**config.mk**
```make
export PLATFORM = sky130hd
export DESIGN_NAME = tl_phase_scheduler
export DESIGN_NICKNAME = d
export VERILOG_FILES = /design/src/rtl/tl_phase_scheduler.sv
export SDC_FILE = /design/constraint.sdc
export NUM_CORES = 1
export LEC_CHECK = 0
export ABC_CLOCK_PERIOD_IN_PS = 3180
export BUFFER_PORTS_ARGS = -buffer_cell sky130_fd_sc_hd__buf_4
export CAP_MARGIN = 0
export CORE_MARGIN = 5
export CORE_UTILIZATION = 40
export CTS_BUF_LIST = sky130_fd_sc_hd__clkbuf_8 sky130_fd_sc_hd__clkbuf_16
export CTS_CLUSTER_SIZE = 24
export DETAILED_ROUTE_END_ITERATION = 8
export HOLD_SLACK_MARGIN = 0.12
export MAX_ROUTING_LAYER = met4
export SLEW_MARGIN = 20
export SYNTH_ARGS = -nofsm -noshare
export SYNTH_HDL_FRONTEND = slang
export SYNTH_SLANG_ARGS = --single-unit
```
**constraint.sdc**
```tcl
create_clock -name CK -period 3.18 [get_ports CK]
set_input_delay 0.159 -clock CK [delete_from_list [all_inputs] [get_ports CK]]
set_output_delay 0.159 -clock CK [all_outputs]
set_load 0.05 [all_outputs]
```
**src/rtl/tl_phase_scheduler.sv**
```systemverilog
// Two-road traffic-light phase scheduler with pedestrian walk and flash mode.
// Optional road-2 demand skipping is enabled by defining TL_DEMAND_EN (adds VDET2).
module tl_phase_scheduler #(
   parameter int TW   = 4,
   parameter int G1_T = 10,
   parameter int G2_T = 6,
   parameter int Y_T  = 3,
   parameter int AR_T = 1,
   parameter int W_T  = 4
) (
   input  logic       CK,
   input  logic       CLR,
   input  logic       TICK,
   input  logic       TEST,
   input  logic       FM,
   input  logic       PREQ,
`ifdef TL_DEMAND_EN
   input  logic       VDET2,
`endif
   output logic       PACK,
   output logic       GRN1,
   output logic       YLW1,
   output logic       RED1,
   output logic       GRN2,
   output logic       YLW2,
   output logic       RED2,
   output logic       WALK,
   output logic [2:0] PHASE
);

   typedef enum logic [2:0] {
      S_G1 = 3'd0, S_Y1 = 3'd1, S_AR1 = 3'd2, S_G2 = 3'd3,
      S_Y2 = 3'd4, S_AR2 = 3'd5, S_PW = 3'd6, S_FLASH = 3'd7
   } state_t;

   localparam logic [TW-1:0] G1_L = TW'(G1_T - 1);
   localparam logic [TW-1:0] G2_L = TW'(G2_T - 1);
   localparam logic [TW-1:0] Y_L  = TW'(Y_T - 1);
   localparam logic [TW-1:0] AR_L = TW'(AR_T - 1);
   localparam logic [TW-1:0] W_L  = TW'(W_T - 1);

   // Lamp vector order: {GRN1, YLW1, RED1, GRN2, YLW2, RED2, WALK}
   localparam logic [6:0] LAMPS_RESET = 7'b0010010;

   state_t        state, state_nx;
   logic [TW-1:0] timer, timer_nx;
   logic          pending, pending_nx;
   logic          blink, blink_nx;
   logic          pack_nx;
   logic [6:0]    lamps, lamps_nx;
   logic          step;
`ifdef TL_DEMAND_EN
   logic          demand, demand_nx;
`endif

   function automatic logic [TW-1:0] load_of(input state_t s);
      case (s)
         S_G1:    load_of = G1_L;
         S_Y1:    load_of = Y_L;
         S_G2:    load_of = G2_L;
         S_Y2:    load_of = Y_L;
         S_PW:    load_of = W_L;
         S_FLASH: load_of = '0;
         default: load_of = AR_L;
      endcase
   endfunction

   function automatic logic [6:0] decode(input state_t s, input logic b);
      case (s)
         S_G1:    decode = 7'b1000010;
         S_Y1:    decode = 7'b0100010;
         S_G2:    decode = 7'b0011000;
         S_Y2:    decode = 7'b0010100;
         S_PW:    decode = 7'b0010011;
         S_FLASH: decode = {1'b0, b, 1'b0, 1'b0, 1'b0, b, 1'b0};
         default: decode = 7'b0010010;
      endcase
   endfunction

   assign step = TICK | TEST;

   always_comb begin
      state_nx   = state;
      timer_nx   = timer;
      pending_nx = pending;
      blink_nx   = blink;
      pack_nx    = 1'b0;
`ifdef TL_DEMAND_EN
      demand_nx  = demand;
`endif
      if (step) begin
         if (state == S_FLASH) begin
            // Leaving flash wins over the blink toggle on the same step.
            if (!FM) begin
               state_nx = S_AR2;
               timer_nx = AR_L;
            end else begin
               blink_nx = ~blink;
            end
         end else if (timer != '0) begin
            timer_nx = timer - 1'b1;
         end else begin
            case (state)
               S_G1: state_nx = S_Y1;
               S_Y1: state_nx = S_AR1;
               S_AR1: begin
                  if (FM) state_nx = S_FLASH;
`ifdef TL_DEMAND_EN
                  else if (!demand) state_nx = S_AR2;
`endif
                  else state_nx = S_G2;
               end
               S_G2: state_nx = S_Y2;
               S_Y2: state_nx = S_AR2;
               S_AR2: begin
                  if (FM) state_nx = S_FLASH;
                  else if (pending) state_nx = S_PW;
                  else state_nx = S_G1;
               end
               default: state_nx = S_G1;
            endcase
            timer_nx = load_of(state_nx);
            if (state_nx == S_FLASH) blink_nx = 1'b1;
         end
      end
      if (state_nx == S_PW && state != S_PW) begin
         pending_nx = 1'b0;
      end else if (PREQ && !pending && state != S_PW) begin
         pending_nx = 1'b1;
         pack_nx    = 1'b1;
      end
`ifdef TL_DEMAND_EN
      if (state_nx == S_G2 && state != S_G2) demand_nx = 1'b0;
      else if (VDET2) demand_nx = 1'b1;
`endif
      lamps_nx = decode(state_nx, blink_nx);
   end

   always_ff @(posedge CK or posedge CLR) begin
      if (CLR) begin
         state   <= S_AR2;
         timer   <= AR_L;
         pending <= 1'b0;
         blink   <= 1'b0;
         PACK    <= 1'b0;
         lamps   <= LAMPS_RESET;
`ifdef TL_DEMAND_EN
         demand  <= 1'b0;
`endif
      end else begin
         state   <= state_nx;
         timer   <= timer_nx;
         pending <= pending_nx;
         blink   <= blink_nx;
         PACK    <= pack_nx;
         lamps   <= lamps_nx;
`ifdef TL_DEMAND_EN
         demand  <= demand_nx;
`endif
      end
   end

   assign PHASE = state;
   assign {GRN1, YLW1, RED1, GRN2, YLW2, RED2, WALK} = lamps;

endmodule

```
==> summary by stage, run 1 <==
Outcome
The run finished with clean final reports.

Floorplanning
The effective utilization at floorplan is 41.2%. The die is 60.0 um tall. The full die area is 3600 sq um.

The number of top-level pins is 17. In this run the standard cell core region covers 2430 sq um. Measured along the x axis, the die boundary spans 60.0 um.

The total number of placement rows is 18.

GRT
For this run the aggregate overflow at the end of global routing stands at 0. Global routing consumed, over all layers together, 13.3% of the routing resources. The number of antenna violations at the first check in global routing was 0. The first-pass GRT wire length is 3550 um.

The maximum number of pins on one net before global-route repair is 19. The number of global-route vias before repair came to 817.

Worst hold path
The cell depth of the worst hold path is 3. The min-delay analysis places its worst path in the category in2reg.

Yosys
By area, the combinational part of the netlist is dominated by simple AND/OR/NAND/NOR gates. The xor and xnor area share after synthesis is 0%. The post-synthesis cell type with the largest combined area is dfrtp_1.

The unique cell type count in the Yosys netlist is 42. Summing every instance area after synthesis gives 1000 sq um. The number of warnings reported in the yosys synthesis log is 0.

The post-synthesis sequential area ratio is 43.0%. The share of the synthesized area in the top cell type is 32.5%. The number of flip-flops and latches in the synthesized netlist is 17.

Of the total synthesized cell area, the portion taken by full adders, half adders and majority gates is 1.25%. The number of flops mapped to enable cells by yosys is 0. The share of cell area taken by muxes after synthesis is 1.00%.

The synthesized area per cell is 9.72 sq um. The synthesized netlist devotes 24.5% of its cell area to simple gates. The dominant register cell in the synthesized netlist is dfrtp_1. Sorting the synthesized cells by area gives the leading types as dfrtp_1 (33%), dfstp_2 (11%), nand2_1 (4.9%), o21ai_0 (4.5%), nor2_1 (3.4%). The compound-gate portion of the synthesized area is 23.8%. The async set or reset register ratio after synthesis is 100%.

The number of nets in the synthesized netlist is 110. Synthesis produced 103 cells.

Run
The number of maximum-capacitance violations is 0.

Worst setup path
The endpoint of the worst-slack reg-to-reg timing path is pending. The launch instance of the worst register-to-register path is timer[0]. Following the worst setup path forward leads to its endpoint at pending. The worst register-to-register path has a depth of 7. STA classifies the critical path startpoint as a flip-flop. STA puts the critical path data required time at 3.30 ns.

Of all nets on the critical path, the largest fanout is 8. The worst setup path is captured at a flip-flop. The critical path is of the reg2reg type. The worst register-to-register path has a setup slack of 1.10 ns. The arrival time at the worst endpoint is 2.20 ns. In this run the worst setup path begins at timer[0].

STA
The final critical path takes up 65.4% of the cycle. The worst max-slew margin expressed relative to the limit is 59.2%. The slew at the pin closest to its max-slew limit is 0.612 ns.

The max-slew violation count is 0. The worst setup slack after layout is 1.10 ns. Setup repair after global routing left no endpoint under its margin. The clock period could shrink to 2.08 ns.

Across the routed clock network, the largest skew measured is 0.000714 ns. The setup TNS is 0 ns. The top achievable clock speed is 480 MHz.

Setup violations remaining at the end of the flow were counted as 0. The final hold violation count is 0.

Clocking
CTS saw 17 sinks. In this run the deepest clock path goes through 2 buffers. The number of resized instances in the post-cts repair step is 0. TritonCTS built the clock tree.

The post-CTS setup repair buffer count is 0. Clock latency on the worst-skew pair, taken at its later pin, is 0.25 ns. CTS built an H-tree with a depth of 1.

The cell chosen for the clock root is clkbuf_8. The number of buffers added to fix hold violations after cts is 1. After clock tree synthesis, the clock-pin slew on the worst setup and hold paths is 0.07 ns. The number of clock buffers inserted by TritonCTS is 3.

Placed design
The final weighted congestion in routability-driven placement is 0.803. Timing analysis after detailed placement gives a worst setup slack of 1.10 ns. Port buffering added 16 buffers. The detailed placer's ending HPWL is 1580 um.

Route
The via count normalized by instance count is 5.46. The count of routing violations after the opening detailed-route iteration is 19. The final route contains 808 vias.

In the routed design, unresolved DRC markers number 0. In this run the remaining antenna-violating nets after routing total 0. In the final routed layout, each cell accounts on average for 14.0 um.

The final wirelength is 2070 um. The number of search-and-repair iterations in the first detailed-routing pass is 4.

Finish
In the final layout, the share of cells above drive strength 1 is 31.4%. The filler cell count is 246. The net count of the finished layout is 126. The count of antenna diodes in the layout is 0. From synthesis to final layout, the design area changed by 17.1%.

Power
The standby leakage power is 0.515 nW. Power spread over the standard cell area amounts to 1200 nW/um^2. The worst-case IR drop observed on VDD is 0.000569 V.

The analysis attributes to net switching a power of 0.696 mW. The internal cell power is 0.713 mW. In this run, the combinational gates consume 56.8% of the power. Net switching is 49.4% of the power. The share of total power in sequential cells is 32.0%. Of the total power, the clock network draws 11.2%.
## worst min-delay path by stage
stage               slack, ns  startpoint       end
finish                   0.22        PREQ      PACK
CTS                      0.22        PREQ      PACK
floorplan                0.08         CLR      PACK
detailed placement       0.28         CLR  timer[3]
global placement         0.28         CLR  timer[2]
global route             0.27        PREQ   pending
## cells in the mapped netlist, types with 2 or more instances
library cell  count
dfrtp_1          13
nand2_1          13
nor2_1            9
o21ai_0           9
inv_1             5
dfstp_2           4
a31oi_1           3
a32o_1            3
nand2b_1          3
nor3_1            3
o211ai_1          3
and3b_1           2
buf_6             2
clkbuf_1          2
o31ai_1           2
## power by group through the flow
stage	Clock (mW)	Combinational [mW]	Sequential [mW]
6_report	0.158	0.800	0.450
3_3_place_gp	0	0.794	0.450
5_1_grt	0.172	0.878	0.468
3_5_place_dp	0	0.806	0.453
2_1_floorplan	0	0.510	0.589
4_1_cts	0.164	0.810	0.450
## area by class of cell
type	count	area [sq um]	share of cell area (%)
timing repair buffer	17	130	11.1
tap	30	37.5	3.20
multi-input combinational	74	505	43.1
sequential	17	430	36.7
inverter	6	22.5	1.92
clock buffer	3	41.3	3.52
clock inverter	1	5.00	0.427
## placed cells by master (no fill, tap or decap), types with 2 or more instances in the layout
cell	count
a31oi_1	3
nor2_1	9
a32o_1	3
clkbuf_8	3
o21ai_0	9
nand2_1	13
dfstp_2	4
nand2b_1	3
o31ai_1	2
buf_4	16
dfrtp_1	13
and3b_1	2
inv_1	5
nor3_1	3
o211ai_1	3
## per-stage QoR
stage	power, mW	hold WS, ns	util [%]	cell area, sq um	std cells
after global placement	1.24	0.284	45.9	1120	143
after detailed placement	1.26	0.279	45.9	1120	143
after global routing	1.52	0.274	48.2	1170	148
after CTS	1.42	0.223	48.2	1170	148
after floorplan	1.10	0.0822	-	1000	103
final	1.41	0.224	48.2	1170	148
## cell families (layout without fill, tap and decap cells)
group | after synthesis | count (layout)
mux | 1 | 1
buf+inv | 12 | 27
fa+ha+maj | 1 | 1
flops | 17 | 17
simple gates | 43 | 43
compound gates | 29 | 29
## critical path, cell delays in order, from the launching register on
cell and delay (ns):
dfrtp_1 0.42, inv_1 0.07, ha_1 0.24, nor3b_4 0.32, and2_2 0.27, a32o_1 0.34
and2_4 0.21, a32oi_2 0.09
## layer usage
layer	part of all wire [%]	global-route usage (%)
met4	1.2	6.33
met2	52	21.3
met1	44	16.2
met3	2.5	2.38
met5	0	-
## registers in the layout, indices dropped and copies added (netlist names)
name	count
timer	4
lamps	7
pending	1
PHASE	3
blink	1
PACK	1
Note: power is estimated with default switching activity, not from simulation.
==> run 2: changes to the inputs <==
--- a/config.mk
+++ b/config.mk
@@ -5,7 +5,7 @@
 export SDC_FILE = /design/constraint.sdc
 export NUM_CORES = 1
 export LEC_CHECK = 0
-export ABC_CLOCK_PERIOD_IN_PS = 3180
+export ABC_CLOCK_PERIOD_IN_PS = 2100
 export BUFFER_PORTS_ARGS = -buffer_cell sky130_fd_sc_hd__buf_4
 export CAP_MARGIN = 0
 export CORE_MARGIN = 5
==> constraint.sdc (replaced) <==
create_clock -name CK -period 2.1 [get_ports CK]
set_input_delay 0.105 -clock CK [delete_from_list [all_inputs] [get_ports CK]]
set_output_delay 0.105 -clock CK [all_outputs]
set_load 0.05 [all_outputs]
==> summary by stage, run 2 (synthesis gave the netlist of run 1 again) <==
Outcome
The flow ran to the end, and the final reports show no timing, DRC or antenna violations.

Floorplanning
The total number of placement rows was 18 (unchanged). The number of top-level pins came to 17 (unchanged). The core box area came to 2430 sq um (unchanged). The effective utilization at floorplan is 41.2% (unchanged). The overall die width is 60.0 um (unchanged). The die height is 60.0 um (unchanged). The full die area was 3600 sq um (unchanged).

STA
The final hold violation count is 0 (unchanged). The post-route fraction of the period consumed by the critical path is 93.9% (+28 points). The time the final worst path needs with I/O delays and setup came to 1.97 ns (-0.110 ns). The slew at the pin closest to its max-slew limit is 0.640 ns (+0.0284 ns).

Setup repair after global routing left no endpoint under its margin. The count of endpoints failing setup in the final report came to 0 (unchanged). The worst clock skew on the final layout was 0.00299 ns (+0.00227 ns). The setup TNS is 0 ns (unchanged). The max-slew violation count is 0 (unchanged). The hold slack is 0.155 ns (-0.0696 ns). The top achievable clock speed is 507 MHz (+5.6%).

The worst max-slew margin expressed relative to the limit is 57.3% (-1.9 points).

Route
The routed wire length per instance is 15.4 um (+10%). The via count normalized by instance count is 5.53 (+1.3%). The post-route antenna net violation count is 0 (unchanged). The number of search-and-repair iterations in the first detailed-routing pass is 4 (unchanged).

The final wirelength was 2340 um (+13%). The count of routing violations after the opening detailed-route iteration is 18 (-1). The number of remaining DRC errors is 0 (unchanged). The overall via count from detail_route came to 841 (+4.1%).

Worst setup path
The path type of the worst setup path is reg2reg. The endpoint required time on the critical path is 2.28 ns (-1.02 ns). The highest fanout seen on the critical path is 6 (-2).

The depth of the most critical reg-to-reg path was 8 (+1). The arrival time at the worst endpoint is 2.15 ns (-0.05 ns). The slowest library cell on the worst path is dfrtp_1. The signal on the critical path passes through inv_1, ha_1, nor3b_4, o21ai_2, o32ai_4, inv_2, and2_4, a32oi_2. The type of element launching the critical path is a flip-flop.

The type of element capturing the critical path is a flip-flop. The maximum cell stage delay along the critical path came to 0.43 ns (about the same).

Clocking
The clock insertion delay at the later pin of the skew report is 0.25 ns (about the same). The clock tree from TritonCTS is done. The post-CTS setup repair buffer count is 0 (unchanged). The clock transition at the register clock pins on the worst setup and hold paths after CTS is 0.07 ns (about the same). The number of clock buffers inserted by TritonCTS came to 3 (unchanged).

The H-tree depth came to 1 (unchanged). The sink count of the clock tree was 17 (unchanged). The tree is rooted in a clkbuf_8. The number of buffers on the longest clock path is 2 (unchanged).

Finish
The layout overhead on the synthesized area is 21.1%. The number of flip-flops in the largest register is 7 (unchanged). The library cell used most frequently in the layout, excluding fill and tap cells, is buf_4. The filler cell count is 238 (-3.3%). The count of antenna diodes in the layout was 0 (unchanged).

The register cell area after layout is 430 sq um (unchanged). In the layout the commonest cells are buf_4 (20), dfrtp_1 (13), nand2_1 (13), o21ai_0 (9), nor2_1 (9). The number of non-filler instances in the completed layout is 152 (+2.7%). The final design area excluding fillers is 1210 sq um (+3.4%). The net count of the finished layout came to 130 (+3.2%). The multi-input logic area is 515 sq um (+2.0%).

The top register by number of flip-flops is lamps. The fraction of layout cells with a size suffix above 1 is 34.4% (+3.1 points).

Run
The number of maximum-capacitance violations is 0 (unchanged).

GRT
The number of antenna violations at the first check in global routing came to 0 (unchanged). The total routing usage reported by global routing is 14.6% (+1.2 points). The residual overflow from global routing is 0 (unchanged).

The maximum number of pins on one net before global-route repair is 18 (-1). The number of global-route vias before repair was 809 (-0.98%). The first-pass GRT wire length came to 3840 um (+8.2%).

Power
The ratio of total power to cell area is 1850 nW/um^2 (+54%). The standby leakage power came to 0.540 nW (+5.0%). The maximum ir drop on the vdd rail is 0.00103 V (+82%). The power after layout was 2.24 mW (+59%).

Placed design
The cell count after placement is 147 (+2.8%). The cell area after placement came to 1150 sq um (+2.7%). The detailed placer's ending HPWL came to 1700 um (+7.5%). The final weighted congestion in routability-driven placement is 0.846 (+5.4%). The port buffer count is 16 (unchanged).

Worst hold path
The worst min-delay path class is in2reg. The cell depth of the worst hold path was 3 (unchanged).
run 2: path summary, 6_finish.rpt:
| path | from | end | slack (ns) |
|---|---|---|---|
| min in group asynchronous | CLR | timer[2] | 0.49 |
| setup / recovery | timer[0] | pending | 0.13 |
| setup reg to reg | timer[0] | pending | 0.13 |
| hold / removal | PREQ | PACK | 0.15 |
| hold reg to reg | pending | PACK | 0.50 |
| max in group asynchronous | CLR | lamps[6] | 1.20 |
run 2: final cells by class:
| class | count | share of cell area [%] |
|---|---|---|
| Multi-Input combinational cell | 74 | 42.5 |
| Tap cell | 30 | 3.10 |
| Clock buffer | 3 | 3.41 |
| Clock inverter | 1 | 0.413 |
| Sequential cell | 17 | 35.5 |
| Timing Repair Buffer | 21 | 13.2 |
| Inverter | 6 | 1.86 |
run 2: where the power goes:
| part | internal [mW] | switching, mW | total [mW] | leakage [nW] |
|---|---|---|---|---|
| clock network | 0.132 | 0.123 | 0.255 | 0.0255 |
| registers | 0.493 | 0.139 | 0.632 | 0.208 |
| logic | 0.509 | 0.846 | 1.35 | 0.307 |
| total | 1.13 | 1.11 | 2.24 | 0.540 |
run 2: timing repair:
item	4_1_cts	5_1_grt
setup endpoints to repair	0	2
gates resized for setup	0	2
endpoints found under the hold margin	13	0
hold buffers	1	0
run 2: critical path: cells and delay by family, from the launching register on:
family	cells	cell delay, ns
simple gates	2	0.49
fa+ha+maj	1	0.16
flops	1	0.43
buf+inv	2	0.19
compound gates	3	0.62
run 2: routing by layer:
metal  track usage, %  up-vias  part of all wire (%)
met3             3.24        2                   2.3
met1             17.6      418                    44
met4             3.80        0                  0.34
met2             24.4       14                    53
li1                 -      407                     -
met5                -        -                     0
run 2: per-stage QoR:
stage | worst slack (ns) | util (%)
global route | 0.0254 | 49.8
detailed placement | 0.0830 | 47.1
floorplan | 0.224 | -
global placement | 0.172 | 47.1
CTS | 0.0741 | 49.4
finish | 0.129 | 49.8
==> run 3: changes to the inputs <==
--- a/config.mk
+++ b/config.mk
@@ -5,14 +5,14 @@
 export SDC_FILE = /design/constraint.sdc
 export NUM_CORES = 1
 export LEC_CHECK = 0
-export ABC_CLOCK_PERIOD_IN_PS = 2100
-export BUFFER_PORTS_ARGS = -buffer_cell sky130_fd_sc_hd__buf_4
+export ABC_CLOCK_PERIOD_IN_PS = 1900
 export CAP_MARGIN = 0
 export CORE_MARGIN = 5
 export CORE_UTILIZATION = 40
 export CTS_BUF_LIST = sky130_fd_sc_hd__clkbuf_8 sky130_fd_sc_hd__clkbuf_16
 export CTS_CLUSTER_SIZE = 24
 export DETAILED_ROUTE_END_ITERATION = 8
+export DONT_BUFFER_PORTS = 1
 export HOLD_SLACK_MARGIN = 0.12
 export MAX_ROUTING_LAYER = met4
 export SLEW_MARGIN = 20
==> constraint.sdc (replaced) <==
create_clock -name CK -period 1.9 [get_ports CK]
set_input_delay 0.095 -clock CK [delete_from_list [all_inputs] [get_ports CK]]
set_output_delay 0.095 -clock CK [all_outputs]
set_load 0.05 [all_outputs]
==> summary by stage, run 3 (synthesis gave the netlist of run 1 again) <==
Outcome
The flow ran to the end, and the final reports show no timing, DRC or antenna violations.

Worst setup path
The worst setup path is captured at a flip-flop. The highest fanout seen on the critical path is 6 (unchanged). The worst setup path is launched from a flip-flop.

By startpoint and endpoint, the worst setup path is classified as reg2reg. The endpoint required time on the critical path is 2.07 ns (-0.21 ns). The arrival time at the worst endpoint is 1.99 ns (-0.16 ns).

STA
Setup repair after global routing left no endpoint under its margin. The slew at the pin closest to its max-slew limit is 0.673 ns (+0.0323 ns). The worst clock skew on the final layout is 0.00277 ns (-0.000218 ns). The top achievable clock speed is 551 MHz (+8.6%).

The final hold violation count was 0 (unchanged). The time the final worst path needs with I/O delays and setup came to 1.82 ns (-0.156 ns). The count of endpoints failing setup in the final report was 0 (unchanged). The worst max-slew margin expressed relative to the limit is 55.1% (-2.2 points). The setup TNS is 0 ns (unchanged). The post-route fraction of the period consumed by the critical path came to 95.5% (+1.7 points). The max-slew violation count is 0 (unchanged).

Finish
The register cell area after layout is 430 sq um (unchanged). The library cell used most frequently in the layout, excluding fill and tap cells, is buf_4. The number of flip-flops in the largest register is 7 (unchanged). Counting flops per register, the top entry is lamps. The filler cell count is 239 (+0.42%).

The layout overhead on the synthesized area is 17.9%. The final design area excluding fillers is 1180 sq um (-2.7%). The net count of the finished layout is 126 (-3.1%). The count of antenna diodes in the layout is 0 (unchanged). The fraction of layout cells with a size suffix above 1 is 30.5% (-3.9 points).

The multi-input logic area is 508 sq um (-1.5%). The top cell types in the final layout, fill and taps aside, are buf_4 (14), dfrtp_1 (13), nand2_1 (13), o21ai_0 (9), nor2_1 (9).

Run
The number of maximum-capacitance violations is 0 (unchanged).

Route
The highest metal layer with signal wires is met4. The post-route antenna net violation count is 0 (unchanged). The wire length on met2 is 1180 um (-5.5%). The routed length on met3 is 89 um (+65%). The number of remaining DRC errors came to 0 (unchanged). The via count normalized by instance count is 5.62 (+1.6%). The routed wire length per instance is 15.6 um (+0.91%). The number of search-and-repair iterations in the first detailed-routing pass is 4 (unchanged). The wire length the detailed router placed on met1 is 968 um (-6.3%). The count of routing violations after the opening detailed-route iteration is 10 (-8). The overall via count from detail_route was 832 (-1.1%). The final wirelength was 2300 um (-1.7%).

Clocking
The clock transition at the register clock pins on the worst setup and hold paths after CTS is 0.07 ns (about the same). The number of buffers on the longest clock path was 2 (unchanged). The clock tree from TritonCTS is done.

The sink count of the clock tree is 17 (unchanged). The number of clock buffers inserted by TritonCTS came to 3 (unchanged). The H-tree depth is 1 (unchanged). The clock insertion delay at the later pin of the skew report came to 0.25 ns (about the same).

The root buffer cell chosen for the clock tree is clkbuf_8.

Floorplanning
The full die area came to 3600 sq um (unchanged). The number of top-level pins is 17 (unchanged). The total number of placement rows is 18 (unchanged). The overall die width is 60.0 um (unchanged).

The die height came to 60.0 um (unchanged). The effective utilization at floorplan is 41.2% (unchanged). The core box area was 2430 sq um (unchanged).

Power
The standby leakage power is 0.518 nW (-4.1%). The ratio of total power to cell area is 2100 nW/um^2 (+14%). The maximum ir drop on the vdd rail is 0.00120 V (+16%).

Placed design
The cell area after placement was 1080 sq um (-5.9%). The final weighted congestion in routability-driven placement was 0.837 (-1.0%). The port buffer count is 0 (-16).

The detailed placer's ending HPWL is 1720 um (+1.2%).

GRT
The total routing usage reported by global routing is 15.4% (+0.80 points). The number of antenna violations at the first check in global routing is 0 (unchanged). The number of global-route vias before repair was 890 (+10%). The first-pass GRT wire length is 3990 um (+4.0%).

The maximum number of pins on one net before global-route repair was 18 (unchanged). The residual overflow from global routing is 0 (unchanged).

Worst hold path
In this run the worst hold path is classified as in2reg.
-- run 3: path summary, 6_finish.rpt --
kind	from	end	slack [ns]	cells after the start
max	timer[0]	pending	0.08	8
min	FM	blink	0.13	2
max reg2reg	timer[0]	pending	0.08	8
min reg2reg	pending	PACK	0.51	1
max in group asynchronous	CLR	lamps[5]	1.09	2
min in group asynchronous	CLR	timer[3]	0.38	2
-- run 3: final cells by class --
type                       instances  share of cell area (%)
multi-input combinational         74                    43.1
sequential                        17                    36.5
timing repair buffer              17                    11.5
clock buffer                       3                    3.50
tap                               30                    3.18
inverter                           6                    1.91
clock inverter                     1                   0.424
-- run 3: repair_timing --
action,CTS,global route
gates resized for setup,0,2
endpoints found under the setup margin,3,6
setup buffers,2,1
hold buffers,3,0
hold endpoints to repair,17,0
pin swaps,0,1
-- run 3: metrics by stage --
step	std cells	hold WS, ns	utilization (%)	setup slack, ns	total power [mW]
final	148	0.132	48.5	0.0847	2.48
after global routing	148	0.169	48.5	0.00477	2.65
after CTS	147	0.133	48.1	0.0184	2.47
after detailed placement	138	0.118	44.3	0.000958	2.15
after global placement	138	0.0916	44.3	0.0669	2.12
after floorplan	103	0.0182	-	0.0240	1.84
-- run 3: metal layers --
| metal | track usage, % | up-vias |
|---|---|---|
| met5 | - | - |
| met2 | 24.8 | 19 |
| met1 | 17.5 | 401 |
| li1 | - | 403 |
| met4 | 8.23 | 0 |
| met3 | 3.46 | 9 |
-- run 3: power breakdown --
part / internal [mW] / switching, mW
sequential: 0.547 / 0.365
combinational: 0.586 / 0.715
clock: 0.146 / 0.125
total: 1.28 / 1.20
-- run 3: critical path, stage by stage (launching register included) --
cell and delay (ns):
dfrtp_1 0.37, inv_1 0.06, ha_1 0.17, nor3b_4 0.29, o21ai_2 0.12, o32ai_4 0.26
inv_2 0.10, and2_4 0.18, a32oi_2 0.18
